[src/rtl/usb_reg_sequencer.sv]
// Host-visible configuration register file: assembles per-byte writes into atomic
// register commits and streams register snapshots to the USB transmit path.
module usb_reg_sequencer #(
  parameter int NUM_REGS  = 4,
  parameter int REG_BYTES = 4,
  parameter int REG_W     = 8 * REG_BYTES
) (
  input  logic                      clk_usb,
  input  logic                      reset_n,
  input  logic [7:0]                reg_cmd,
  input  logic [15:0]               reg_bytecount,
  input  logic [7:0]                reg_data_in,
  input  logic                      reg_write,
  input  logic                      rd_start,
  input  logic [5:0]                rd_addr,
  input  logic [15:0]               rd_len,
  output logic [7:0]                tx_data,
  output logic                      tx_valid,
  input  logic                      tx_ready,
  output logic                      rd_busy,
  output logic                      rd_done,
  output logic [NUM_REGS*REG_W-1:0] cfg_out,
  output logic [NUM_REGS-1:0]       cfg_update,
  output logic                      cmd_err,
  input  logic                      err_clr
);

  typedef enum logic {S_IDLE, S_SEND} state_t;

  localparam logic [6:0]  NREG_7  = 7'(NUM_REGS);
  localparam logic [15:0] NBYTE_16 = 16'(REG_BYTES);

  logic [REG_W-1:0] shadow_r [NUM_REGS];
  logic [REG_W-1:0] shadow_s [NUM_REGS];
  logic [REG_W-1:0] cfg_r    [NUM_REGS];
  logic [REG_W-1:0] cfg_s    [NUM_REGS];
  logic [NUM_REGS-1:0] upd_s, upd_r;

  logic [5:0]  wr_addr_s;
  logic [15:0] wr_idx_s;
  logic        wr_ok_s, wr_last_s, wr_err_s;

  state_t           state_r, state_s;
  logic [15:0]      cnt_r, cnt_s, len_r, len_s;
  logic [REG_W-1:0] snap_r, snap_s, rd_sel_s;
  logic             rd_addr_ok_s, done_s, rd_err_s;
  logic [7:0]       tx_data_r;
  logic             tx_valid_r, rd_busy_r, rd_done_r, err_r;

  // Lanes beyond the register width read back as zero padding.
  function automatic logic [7:0] lane_sel(input logic [REG_W-1:0] v, input logic [15:0] i);
    logic [7:0] r;
    r = 8'h00;
    for (int b = 0; b < REG_BYTES; b++) begin
      if (i == 16'(b)) r = v[8*b +: 8];
      else r = r;
    end
    return r;
  endfunction

  assign wr_addr_s = reg_cmd[5:0];
  assign wr_idx_s  = reg_bytecount - 16'd1;
  assign wr_ok_s   = reg_write && (reg_bytecount != 16'd0) && ({1'b0, wr_addr_s} < NREG_7)
                     && (wr_idx_s < NBYTE_16);
  assign wr_last_s = wr_ok_s && (wr_idx_s == NBYTE_16 - 16'd1);
  assign wr_err_s  = reg_write && !wr_ok_s;

  // Shadow byte merge and commit; the committed value includes the byte of this cycle.
  always_comb begin
    shadow_s = shadow_r;
    cfg_s    = cfg_r;
    upd_s    = '0;
    for (int k = 0; k < NUM_REGS; k++) begin
      if (wr_ok_s && (wr_addr_s == 6'(k))) begin
        for (int b = 0; b < REG_BYTES; b++) begin
          if (wr_idx_s == 16'(b)) shadow_s[k][8*b +: 8] = reg_data_in;
          else shadow_s[k][8*b +: 8] = shadow_r[k][8*b +: 8];
        end
        if (wr_last_s) begin
          cfg_s[k] = shadow_s[k];
          upd_s[k] = 1'b1;
        end else begin
          cfg_s[k] = cfg_r[k];
          upd_s[k] = 1'b0;
        end
      end else begin
        shadow_s[k] = shadow_r[k];
        cfg_s[k]    = cfg_r[k];
        upd_s[k]    = 1'b0;
      end
    end
  end

  // Read-address decode against the committed (pre-commit this cycle) registers.
  always_comb begin
    rd_sel_s     = '0;
    rd_addr_ok_s = ({1'b0, rd_addr} < NREG_7);
    for (int k = 0; k < NUM_REGS; k++) begin
      if (rd_addr == 6'(k)) rd_sel_s = cfg_r[k];
      else rd_sel_s = rd_sel_s;
    end
  end

  // Read stream next-state logic.
  always_comb begin
    state_s  = state_r;
    cnt_s    = cnt_r;
    len_s    = len_r;
    snap_s   = snap_r;
    done_s   = 1'b0;
    rd_err_s = 1'b0;
    case (state_r)
      S_IDLE: begin
        if (rd_start) begin
          rd_err_s = !rd_addr_ok_s;
          if (rd_len == 16'd0) begin
            done_s = 1'b1;
          end else begin
            state_s = S_SEND;
            cnt_s   = 16'd0;
            len_s   = rd_len;
            snap_s  = rd_addr_ok_s ? rd_sel_s : '0;
          end
        end else begin
          rd_err_s = 1'b0;
        end
      end
      S_SEND: begin
        if (tx_ready) begin
          if (cnt_r == len_r - 16'd1) begin
            state_s = S_IDLE;
            done_s  = 1'b1;
          end else begin
            cnt_s = cnt_r + 16'd1;
          end
        end else begin
          cnt_s = cnt_r;
        end
      end
      default: state_s = S_IDLE;
    endcase
  end

  // State and output registers.
  always_ff @(posedge clk_usb) begin
    if (!reset_n) begin
      for (int k = 0; k < NUM_REGS; k++) begin
        shadow_r[k] <= '0;
        cfg_r[k]    <= '0;
      end
      upd_r      <= '0;
      state_r    <= S_IDLE;
      cnt_r      <= 16'd0;
      len_r      <= 16'd0;
      snap_r     <= '0;
      tx_data_r  <= 8'h00;
      tx_valid_r <= 1'b0;
      rd_busy_r  <= 1'b0;
      rd_done_r  <= 1'b0;
      err_r      <= 1'b0;
    end else begin
      shadow_r   <= shadow_s;
      cfg_r      <= cfg_s;
      upd_r      <= upd_s;
      state_r    <= state_s;
      cnt_r      <= cnt_s;
      len_r      <= len_s;
      snap_r     <= snap_s;
      tx_data_r  <= (state_s == S_SEND) ? lane_sel(snap_s, cnt_s) : 8'h00;
      tx_valid_r <= (state_s == S_SEND);
      rd_busy_r  <= (state_s == S_SEND);
      rd_done_r  <= done_s;
      err_r      <= (wr_err_s || rd_err_s) ? 1'b1 : (err_clr ? 1'b0 : err_r);
    end
  end

  for (genvar g = 0; g < NUM_REGS; g++) begin : g_cfg
    assign cfg_out[g*REG_W +: REG_W] = cfg_r[g];
  end

  assign cfg_update = upd_r;
  assign tx_data    = tx_data_r;
  assign tx_valid   = tx_valid_r;
  assign rd_busy    = rd_busy_r;
  assign rd_done    = rd_done_r;
  assign cmd_err    = err_r;

endmodule

[config.mk]
export PLATFORM = sky130hd
export DESIGN_NAME = usb_reg_sequencer
export DESIGN_NICKNAME = d
export VERILOG_FILES = /design/src/rtl/usb_reg_sequencer.sv
export SDC_FILE = /design/constraint.sdc
export NUM_CORES = 1
export LEC_CHECK = 0
export BUFFER_PORTS_ARGS = -buffer_cell sky130_fd_sc_hd__buf_2
export CAP_MARGIN = 20
export CORE_ASPECT_RATIO = 0.5
export CORE_MARGIN = 3
export CORE_UTILIZATION = 45
export CTS_BUF_LIST = sky130_fd_sc_hd__clkbuf_4 sky130_fd_sc_hd__clkbuf_8
export DETAILED_ROUTE_END_ITERATION = 10
export PLACE_DENSITY_LB_ADDON = 0.3
export RECOVER_POWER = 100
export SLEW_MARGIN = 10
export SYNTH_ARGS = -nofsm -noshare
export SYNTH_HDL_FRONTEND = slang
export SYNTH_SLANG_ARGS = --single-unit
[constraint.sdc]
create_clock -name clk_usb -period 4.2 [get_ports clk_usb]
set_input_delay 0.42 -clock clk_usb [delete_from_list [all_inputs] [get_ports clk_usb]]
set_output_delay 0.42 -clock clk_usb [all_outputs]
set_load 0.01 [all_outputs]
==> out/metrics.yaml, run 1 <==
status: "finished, violations left"
violations: "capacitance limit, slew limit"
final_nets: 1856
drtPass1Iterations: 5
fp.dieW_microns: 257
ys_seq_area_frac: 0.431
setup.worst_path.start_class: "primary input"
post_cts_buffers: 0
rsz0062_at_grt: "no"
crit_buf_inv: 3
path_cells: "buf_2, or2_0, xnor2_1, nor3_1, nand4_1, inv_1, and3_1, clkbuf_1, nand3_1, o211a_1"
period_share: 0.881
cts.sinks: 305
drt-vias-per-instance: 5.73
fmax_ghz: 0.270
vias: 12900
critPathRequiredTime_ns: 4.67
ant_nets: 0
synthCells: 1654
coreArea_sq_um: 30700
worstPathArrival_ns: 4.17
num_antenna_cells: 0
h-tree-depth: 2
antenna_found_initial: 2
path_clk_slew_ns: 0.07
ctsResizeCount: 0
cts_hold_buf: 0
synth_top_family_by_area: "simple AND/OR/NAND/NOR gates"
power.density_nw_per_um2: 366
synth_edf_count: 0
yosysWarnings: 0
skew_ns: 0.0259
wl_per_cell_microns: 20.1
drtIter0Drc: 1260
synth_fa_ha_area_frac: 0.00176
final_cell_mix: "nand2_1 (450), dfxtp_1 (305), clkbuf_1 (163)"
hold_violations: 0
max-cap-violations: 3
port-buffer-count: 201
synth_mux_area_frac: 0.0567
drc_errors: 0
synth_compound_area_frac: 0.188
avgSynthCellArea_sq_um: 8.57
cp_slowest_cell: "clkbuf_1"
synthToLayoutAreaGrowth_pct: 13.8
die_h_microns: 132
synthArstFlopShare: 0
io_pins: 204
grt_pass1_wl_microns: 69600
clockBufferDepth: 3
grt_max_degree: 279
crit_type: "in -> reg"
power_leakage_uw: 0.00635
clock_latency_ns: 0.58
place_congestion: 0.867
setup_tns_ns: 0
dp_hpwl_microns: 30700
finalSetupViolations: 0
drt-total-wl_microns: 45300
gr-total-overflow: 0
track_usage: 0.258
cts_root_buf: "clkbuf_8"
min_period_ns: 3.70
max_slew.worst_pin.slew_ns: 1.88
hp-class: "in -> reg"
cts_tree: "yes"
syn-num-nets: 1716
crit_family: "simple AND/OR/NAND/NOR gates"
syn-cell-area_sq_um: 14200
grt_pass1_vias: 12000
yosys.area_share.simple: 0.264
peakVddDrop_uv: 161
dieArea_sq_um: 33800
max_stage_delay_ns: 1.39
rows: 45
cp_max_fo: 29
placed_area_sq_um: 15500
setup.worst_path.end_class: "register"
slew-limit-headroom: -0.257
finalInstanceArea_sq_um: 16100
synth_ff_type: "dfxtp_1"
cts_made_buffers: 45
slew_viol_final: 152
synth_seq_cells: 305
synth-xor-area-share: 0.0142
synth_cell_types: 69
layout-drive-gt1-share: 0.114
start_util: 0.462
final_common_cell: "nand2_1"
==> state kept, by name, indices dropped and copies added (netlist names) <==
signal / cells
cmd_err: 1
len_r: 16
rd_busy: 1
shadow_r: 98
cfg_out: 128
cfg_update: 4
tx_data: 8
rd_done: 1
snap_r: 32
cnt_r: 16
==> layer usage <==
layer | up-vias | track usage | wire, microns
li1 | 6058 | - | -
met4 | 2 | 0.0889 | 1570
met5 | - | 0 | 13
met1 | 6231 | 0.344 | 19200
met3 | 103 | 0.0587 | 3910
met2 | 497 | 0.412 | 20600
==> worst min-delay path: stages <==
cell and delay (ns):
clkbuf_1 0.08, nand2_1 0.05, a21boi_0 0.07
==> synthesized netlist by cell type, types with 24 or more instances <==
library cell,instances,share of area
clkbuf_1,124,0.033
mux4_2,32,0.051
dfxtp_1,305,0.43
or4_1,24,0.013
o211a_1,83,0.059
nand3_1,82,0.029
nand2_1,450,0.12
nor2_1,52,0.014
a21oi_1,33,0.012
o21ai_0,26,0.0092
and2_1,32,0.014
a21boi_0,143,0.076
==> report_power, final <==
group          switching, uW  internal [uW]  leakage, uW
sequential              19.0           2910      0.00246
combinational            238            134      0.00337
clock                   1180           1440     0.000524
==> area by class of cell <==
cell class | count | area (sq um)
clock buffers | 72 | 866
well taps | 423 | 529
repair buffers | 237 | 1060
multi-input cells | 1196 | 7440
clock inverters | 9 | 105
fillers | 3021 | 14600
inverters | 9 | 33.8
flip-flops and latches | 305 | 6110
==> per-stage QoR <==
stage | hold slack (ns) | util | worst slack (ns) | std cells | power (uW)
after floorplan | 0.436 | - | 1.17 | 1654 | 3260
after global placement | 0.448 | 0.505 | 0.752 | 2170 | 3360
after detailed placement | 0.454 | 0.505 | 0.714 | 2170 | 3370
after CTS | 0.0712 | 0.536 | 0.667 | 2251 | 5950
after global routing | 0.0818 | 0.526 | 0.278 | 2251 | 6110
final | 0.0918 | 0.526 | 0.499 | 2251 | 5910
==> worst paths after layout <==
check / end / slack (ns) / startpoint / cells past startpoint
setup / recovery: cfg_out[110]$_SDFFE_PN0P_ / 0.50 / reg_bytecount[1] / 10
hold / removal: len_r[10]$_SDFFE_PN0P_ / 0.09 / rd_len[10] / 3
setup reg to reg: tx_data[3]$_SDFF_PN0_ / 0.54 / len_r[0]$_SDFFE_PN0P_ / 11
hold reg to reg: shadow_r[23]$_SDFFE_PN0P_ / 0.46 / shadow_r[23]$_SDFFE_PN0P_ / 2
==> logic make-up (layout without fill, tap and decap cells) <==
family | count (synthesis) | in the layout
xor gates and xnor gates | 23 | 23
and+or+nand+nor | 791 | 791
buffers and inverters | 153 | 327
adders and majority gates | 2 | 2
muxes | 39 | 39
AOI/OAI and AO/OA | 341 | 341
DFF | 305 | 305
Power figures use the tool's default switching activity.
==> run 2: changes to the inputs <==
==> constraint.sdc (replaced) <==
create_clock -name clk_usb -period 3.6 [get_ports clk_usb]
set_input_delay 0.36 -clock clk_usb [delete_from_list [all_inputs] [get_ports clk_usb]]
set_output_delay 0.36 -clock clk_usb [all_outputs]
set_load 0.01 [all_outputs]
==> out/metrics.yaml, run 2 (synthesis gave the netlist of run 1 again) <==
cp_slowest_cell: "or4b_4"  # was clkbuf_1
peakVddDrop_uv: 192  # was 161 uV
post_cts_buffers: 0  # unchanged
dp_hpwl_microns: 31400  # was 30700 microns
coreArea_sq_um: 30700  # unchanged
finalSetupViolations: 0  # unchanged
vias: 12900  # about the same
ctsResizeCount: 0  # unchanged
port-buffer-count: 201  # unchanged
hp-class: "in -> reg"  # unchanged
fmax_ghz: 0.298
cts.sinks: 305  # unchanged
gr-total-overflow: 0  # unchanged
period_share: 0.932
min_period_ns: 3.35
slew-limit-headroom: -0.0797  # was -0.257
power_leakage_uw: 0.00641  # was 0.00635 uW
path_cells: "inv_1, ha_1, or4b_4, or4_4, o21ai_2, o211a_1, a41oi_4, buf_4, nand2_1, o21a_1, o211ai_1, a21oi_1"  # was buf_2, or2_0, xnor2_1, nor3_1, nand4_1, inv_1, and3_1, clkbuf_1, nand3_1, o211a_1
max-cap-violations: 1  # was 3
power.density_nw_per_um2: 427  # was 366 nW/um^2
drt-vias-per-instance: 5.73  # about the same
drtPass1Iterations: 5  # unchanged
slew_viol_final: 27  # was 152
grt_max_degree: 132  # was 279
clockBufferDepth: 3  # unchanged
worstPathArrival_ns: 3.85  # was 4.17 ns
drt-total-wl_microns: 45700  # was 45300 microns
grt_pass1_vias: 11700  # was 12000
final_nets: 1862  # was 1856
setup.worst_path.end_class: "register"  # unchanged
critPathRequiredTime_ns: 4.09  # was 4.67 ns
crit_buf_inv: 2  # was 3
crit_type: "reg -> reg"  # was in -> reg
drc_errors: 0  # unchanged
cts_root_buf: "clkbuf_8"  # unchanged
cts_made_buffers: 45  # unchanged
largest_reg_flops: 128  # unchanged
max_slew.worst_pin.slew_ns: 1.62  # was 1.88 ns
ant_nets: 0  # unchanged
setup_slack_ns: 0.245  # was 0.499 ns
io_pins: 204  # unchanged
clock_latency_ns: 0.59  # was 0.58 ns
rows: 45  # unchanged
final_cell_mix: "nand2_1 (450), dfxtp_1 (305), clkbuf_1 (158)"  # was nand2_1 (450), dfxtp_1 (305), clkbuf_1 (163)
layout-drive-gt1-share: 0.120  # was 0.114
final_common_cell: "nand2_1"  # unchanged
path_clk_slew_ns: 0.06  # was 0.07 ns
antenna_found_initial: 2  # unchanged
cts_hold_buf: 0  # unchanged
wl_per_cell_microns: 20.2  # was 20.1 microns
start_util: 0.462  # unchanged
cp_max_fo: 9  # was 29
setup_tns_ns: 0  # unchanged
place_ws_ns: 0.292  # was 0.714 ns
setup.worst_path.start_class: "register"  # was primary input
grt_pass1_wl_microns: 69900  # was 69600 microns
synthToLayoutAreaGrowth_pct: 14.5  # was 13.8%
crit_family: "compound AO/OA/AOI/OAI gates"  # was simple AND/OR/NAND/NOR gates
status: "finished, violations left"  # unchanged
cts_tree: "yes"  # unchanged
place_congestion: 0.885  # was 0.867
max_stage_delay_ns: 0.55  # was 1.39 ns
track_usage: 0.259  # was 0.258
h-tree-depth: 2  # unchanged
violations: "capacitance limit, slew limit"  # unchanged
hold_violations: 0  # unchanged
drtIter0Drc: 1257  # was 1260
dieArea_sq_um: 33800  # unchanged
fp.dieW_microns: 257  # unchanged
skew_ns: 0.0302  # was 0.0259 ns
rsz0062_at_grt: "no"  # unchanged
die_h_microns: 132  # unchanged
==> run 2: cell count changes in the layout (fill, tap and decap cells not counted), sizes merged <==
cell    change
clkinv      -3
diode       +2
buf         +7
clkbuf      -1
==> run 2: report_power, final <==
group	total (uW)	switching, uW	internal (uW)
clock	3060	1380	1680
combinational	451	283	168
sequential	3410	21.0	3390
==> run 2: per-layer routing <==
layer | up-vias | wire [microns] | track usage
met5 | - | 30 | 0.00731
met4 | 2 | 1230 | 0.0748
met3 | 92 | 3990 | 0.0576
met2 | 484 | 20600 | 0.405
met1 | 6263 | 19800 | 0.359
li1 | 6082 | - | -
==> run 2: layout make-up <==
class | count | area [sq um]
Sequential cell | 305 | 6110
Timing Repair Buffer | 243 | 1130
Clock buffer | 72 | 872
Fill cell | 2972 | 14500
Antenna cell | 2 | 5.00
Multi-Input combinational cell | 1196 | 7460
Tap cell | 423 | 529
Clock inverter | 6 | 90.1
Inverter | 9 | 33.8
==> run 2: final timing paths <==
path	from	end	slack [ns]	depth (start not counted)
min reg2reg	shadow_r[38]$_SDFFE_PN0P_	shadow_r[38]$_SDFFE_PN0P_	0.46	2
max	len_r[1]$_SDFFE_PN0P_	tx_data[0]$_SDFF_PN0_	0.25	12
max reg2reg	len_r[1]$_SDFFE_PN0P_	tx_data[0]$_SDFF_PN0_	0.25	12
min	rd_len[12]	len_r[12]$_SDFFE_PN0P_	0.03	3
==> run 2: metrics by stage <==
step	hold slack [ns]	area (sq um)	total power (uW)	utilization	std cells
finish	0.0298	16200	6920	0.529	2256
global route	0.0140	16200	7160	0.529	2256
CTS	0.00292	16500	6960	0.538	2254
detailed placement	0.456	15600	3940	0.507	2176
global placement	0.447	15600	3940	0.507	2176
floorplan	0.436	14200	3800	-	1654
==> run 2: worst register-to-register path: stages (launching register included) <==
cell	delay, ns
dfxtp_1	0.34
inv_1	0.07
ha_1	0.24
or4b_4	0.55
or4_4	0.53
o21ai_2	0.14
o211a_1	0.21
a41oi_4	0.20
buf_4	0.23
nand2_1	0.10
o21a_1	0.32
o211ai_1	0.16
a21oi_1	0.17
==> run 3: changes to the inputs <==
==> constraint.sdc (replaced) <==
create_clock -name clk_usb -period 4 [get_ports clk_usb]
set_input_delay 0.4 -clock clk_usb [delete_from_list [all_inputs] [get_ports clk_usb]]
set_output_delay 0.4 -clock clk_usb [all_outputs]
set_load 0.01 [all_outputs]
==> out/metrics.yaml, run 3 (synthesis gave the netlist of run 1 again) <==
dieArea_sq_um: 33800  # unchanged
r2r.worst_path.cells: 11  # was 12
antenna_found_initial: 3  # was 2
cts_root_buf: "clkbuf_8"  # unchanged
path_cells: "inv_1, ha_1, or4b_4, o311ai_1, o21ai_2, o211a_1, a41oi_4, mux2i_4, nand2_1, o211ai_1, a21oi_1"  # was inv_1, ha_1, or4b_4, or4_4, o21ai_2, o211a_1, a41oi_4, buf_4, nand2_1, o21a_1, o211ai_1, a21oi_1
cts_tree: "yes"  # unchanged
max_slew.worst_pin.slew_ns: 1.77  # was 1.62 ns
rows: 45  # unchanged
fp.dieW_microns: 257  # unchanged
clock_power_share: 0.439  # was 0.442
setup_tns_ns: 0  # unchanged
clock_latency_ns: 0.62  # was 0.59 ns
port-buffer-count: 201  # unchanged
path_clk_slew_ns: 0.06  # about the same
drt-vias-per-instance: 5.72  # was 5.73
rsz0062_at_grt: "no"  # unchanged
gr-total-overflow: 0  # unchanged
p_int_uw: 4660  # was 5240 uW
switching_share: 0.244  # was 0.243
grt_max_degree: 174  # was 132
synthToLayoutAreaGrowth_pct: 14.2  # was 14.5%
coreArea_sq_um: 30700  # unchanged
post_cts_buffers: 0  # unchanged
dpl.cell_count: 2179  # was 2176
dp_hpwl_microns: 31300  # was 31400 microns
wl_per_cell_microns: 20.1  # was 20.2 microns
crit_type: "reg -> reg"  # unchanged
ant_nets: 0  # unchanged
fmax_ghz: 0.275  # was 0.298 GHz
min_path_cells: 3  # unchanged
final_core_util: 0.528  # was 0.529
worstPathArrival_ns: 4.09  # was 3.85 ns
peakVddDrop_uv: 186  # was 192 uV
max_stage_delay_ns: 0.78  # was 0.55 ns
cts.sinks: 305  # unchanged
hp-class: "in -> reg"  # unchanged
skew_ns: 0.0550  # was 0.0302 ns
place_congestion: 0.877  # was 0.885
start_util: 0.462  # unchanged
final_nets: 1865  # was 1862
drtPass1Iterations: 6  # was 5
setup.worst_path.end_class: "register"  # unchanged
largest_reg_flops: 128  # unchanged
status: "finished, violations left"  # unchanged
combPwrFrac: 0.063  # was 0.065
max-cap-violations: 1  # unchanged
h-tree-depth: 2  # unchanged
sequentialPowerShare: 0.498  # was 0.493
cts_hold_buf: 0  # unchanged
placed_area_sq_um: 15500  # was 15600 sq um
final_cells: 2261  # was 2256
min_period_ns: 3.63  # was 3.35 ns
drtIter0Drc: 1174  # was 1257
cp_slowest_cell: "mux2i_4"  # was or4b_4
vias: 12900  # about the same
cts_made_buffers: 45  # unchanged
track_usage: 0.261  # was 0.259
violations: "capacitance limit, slew limit"  # unchanged
power.total_uw: 6170  # was 6920 uW
die_h_microns: 132  # unchanged
layout-drive-gt1-share: 0.113  # was 0.120
power_leakage_uw: 0.00635  # was 0.00641 uW
hold_violations: 0  # unchanged
final_common_cell: "nand2_1"  # unchanged
switchingPower_uw: 1510  # was 1690 uW
critPathRequiredTime_ns: 4.45  # was 4.09 ns
drt-total-wl_microns: 45500  # was 45700 microns
grt_pass1_wl_microns: 70200  # was 69900 microns
finalInstanceArea_sq_um: 16200  # about the same
final_cell_mix: "nand2_1 (450), dfxtp_1 (305), clkbuf_1 (172)"  # was nand2_1 (450), dfxtp_1 (305), clkbuf_1 (158)
power.density_nw_per_um2: 381  # was 427 nW/um^2
finalSetupViolations: 0  # unchanged
io_pins: 204  # unchanged
setup.worst_path.start_class: "register"  # unchanged
slew-limit-headroom: -0.179  # was -0.0797
drc_errors: 0  # unchanged
cp_max_fo: 33  # was 9
r2r_setup_slack_ns: 0.37  # was 0.25 ns
period_share: 0.908  # was 0.932
grt_pass1_vias: 12000  # was 11700
ctsResizeCount: 0  # unchanged
slew_viol_final: 28  # was 27
clockBufferDepth: 3  # unchanged
[run 3: path summary, 6_finish.rpt]
check	start	to
worst max-delay path	len_r[0]$_SDFFE_PN0P_	tx_data[2]$_SDFF_PN0_
worst min register to register	shadow_r[84]$_SDFFE_PN0P_	shadow_r[84]$_SDFFE_PN0P_
worst max register to register	len_r[0]$_SDFFE_PN0P_	tx_data[2]$_SDFF_PN0_
worst min-delay path	rd_len[11]	len_r[11]$_SDFFE_PN0P_
[run 3: worst max-delay path, delay by kind of cell (launching register included)]
family / cells / cell delay, ns
compound gates: 6 / 1.39
flops: 1 / 0.36
mux: 1 / 0.78
simple gates: 2 / 0.65
fa+ha+maj: 1 / 0.24
buf+inv: 1 / 0.08
[run 3: metrics by stage]
stage	setup WS [ns]	hold WS [ns]
4_1_cts	0.366	0.0547
5_1_grt	0.00926	0.0595
3_3_place_gp	0.466	0.444
6_report	0.367	0.0778
2_1_floorplan	0.971	0.436
3_5_place_dp	0.394	0.455
[run 3: layout make-up]
type | count | area, sq um
timing repair buffer | 246 | 1090
tap | 423 | 529
clock inverter | 6 | 80.1
sequential | 305 | 6110
clock buffer | 72 | 885
inverter | 9 | 33.8
antenna | 4 | 10.0
multi-input combinational | 1196 | 7450
fill | 2974 | 14500
[run 3: per-layer routing]
metal | wire [microns] | track usage
met4 | 1310 | 0.0874
met2 | 20800 | 0.409
met1 | 19800 | 0.363
met3 | 3620 | 0.0456
met5 | 0 | 0
[run 3: power groups by stage]
stage	combinational (uW)	sequential (uW)	clock, uW
6_report	392	3070	2710
5_1_grt	425	3070	2880
4_1_cts	394	3070	2730
3_5_place_dp	393	3140	0
3_3_place_gp	391	3140	0
2_1_floorplan	290	3130	0
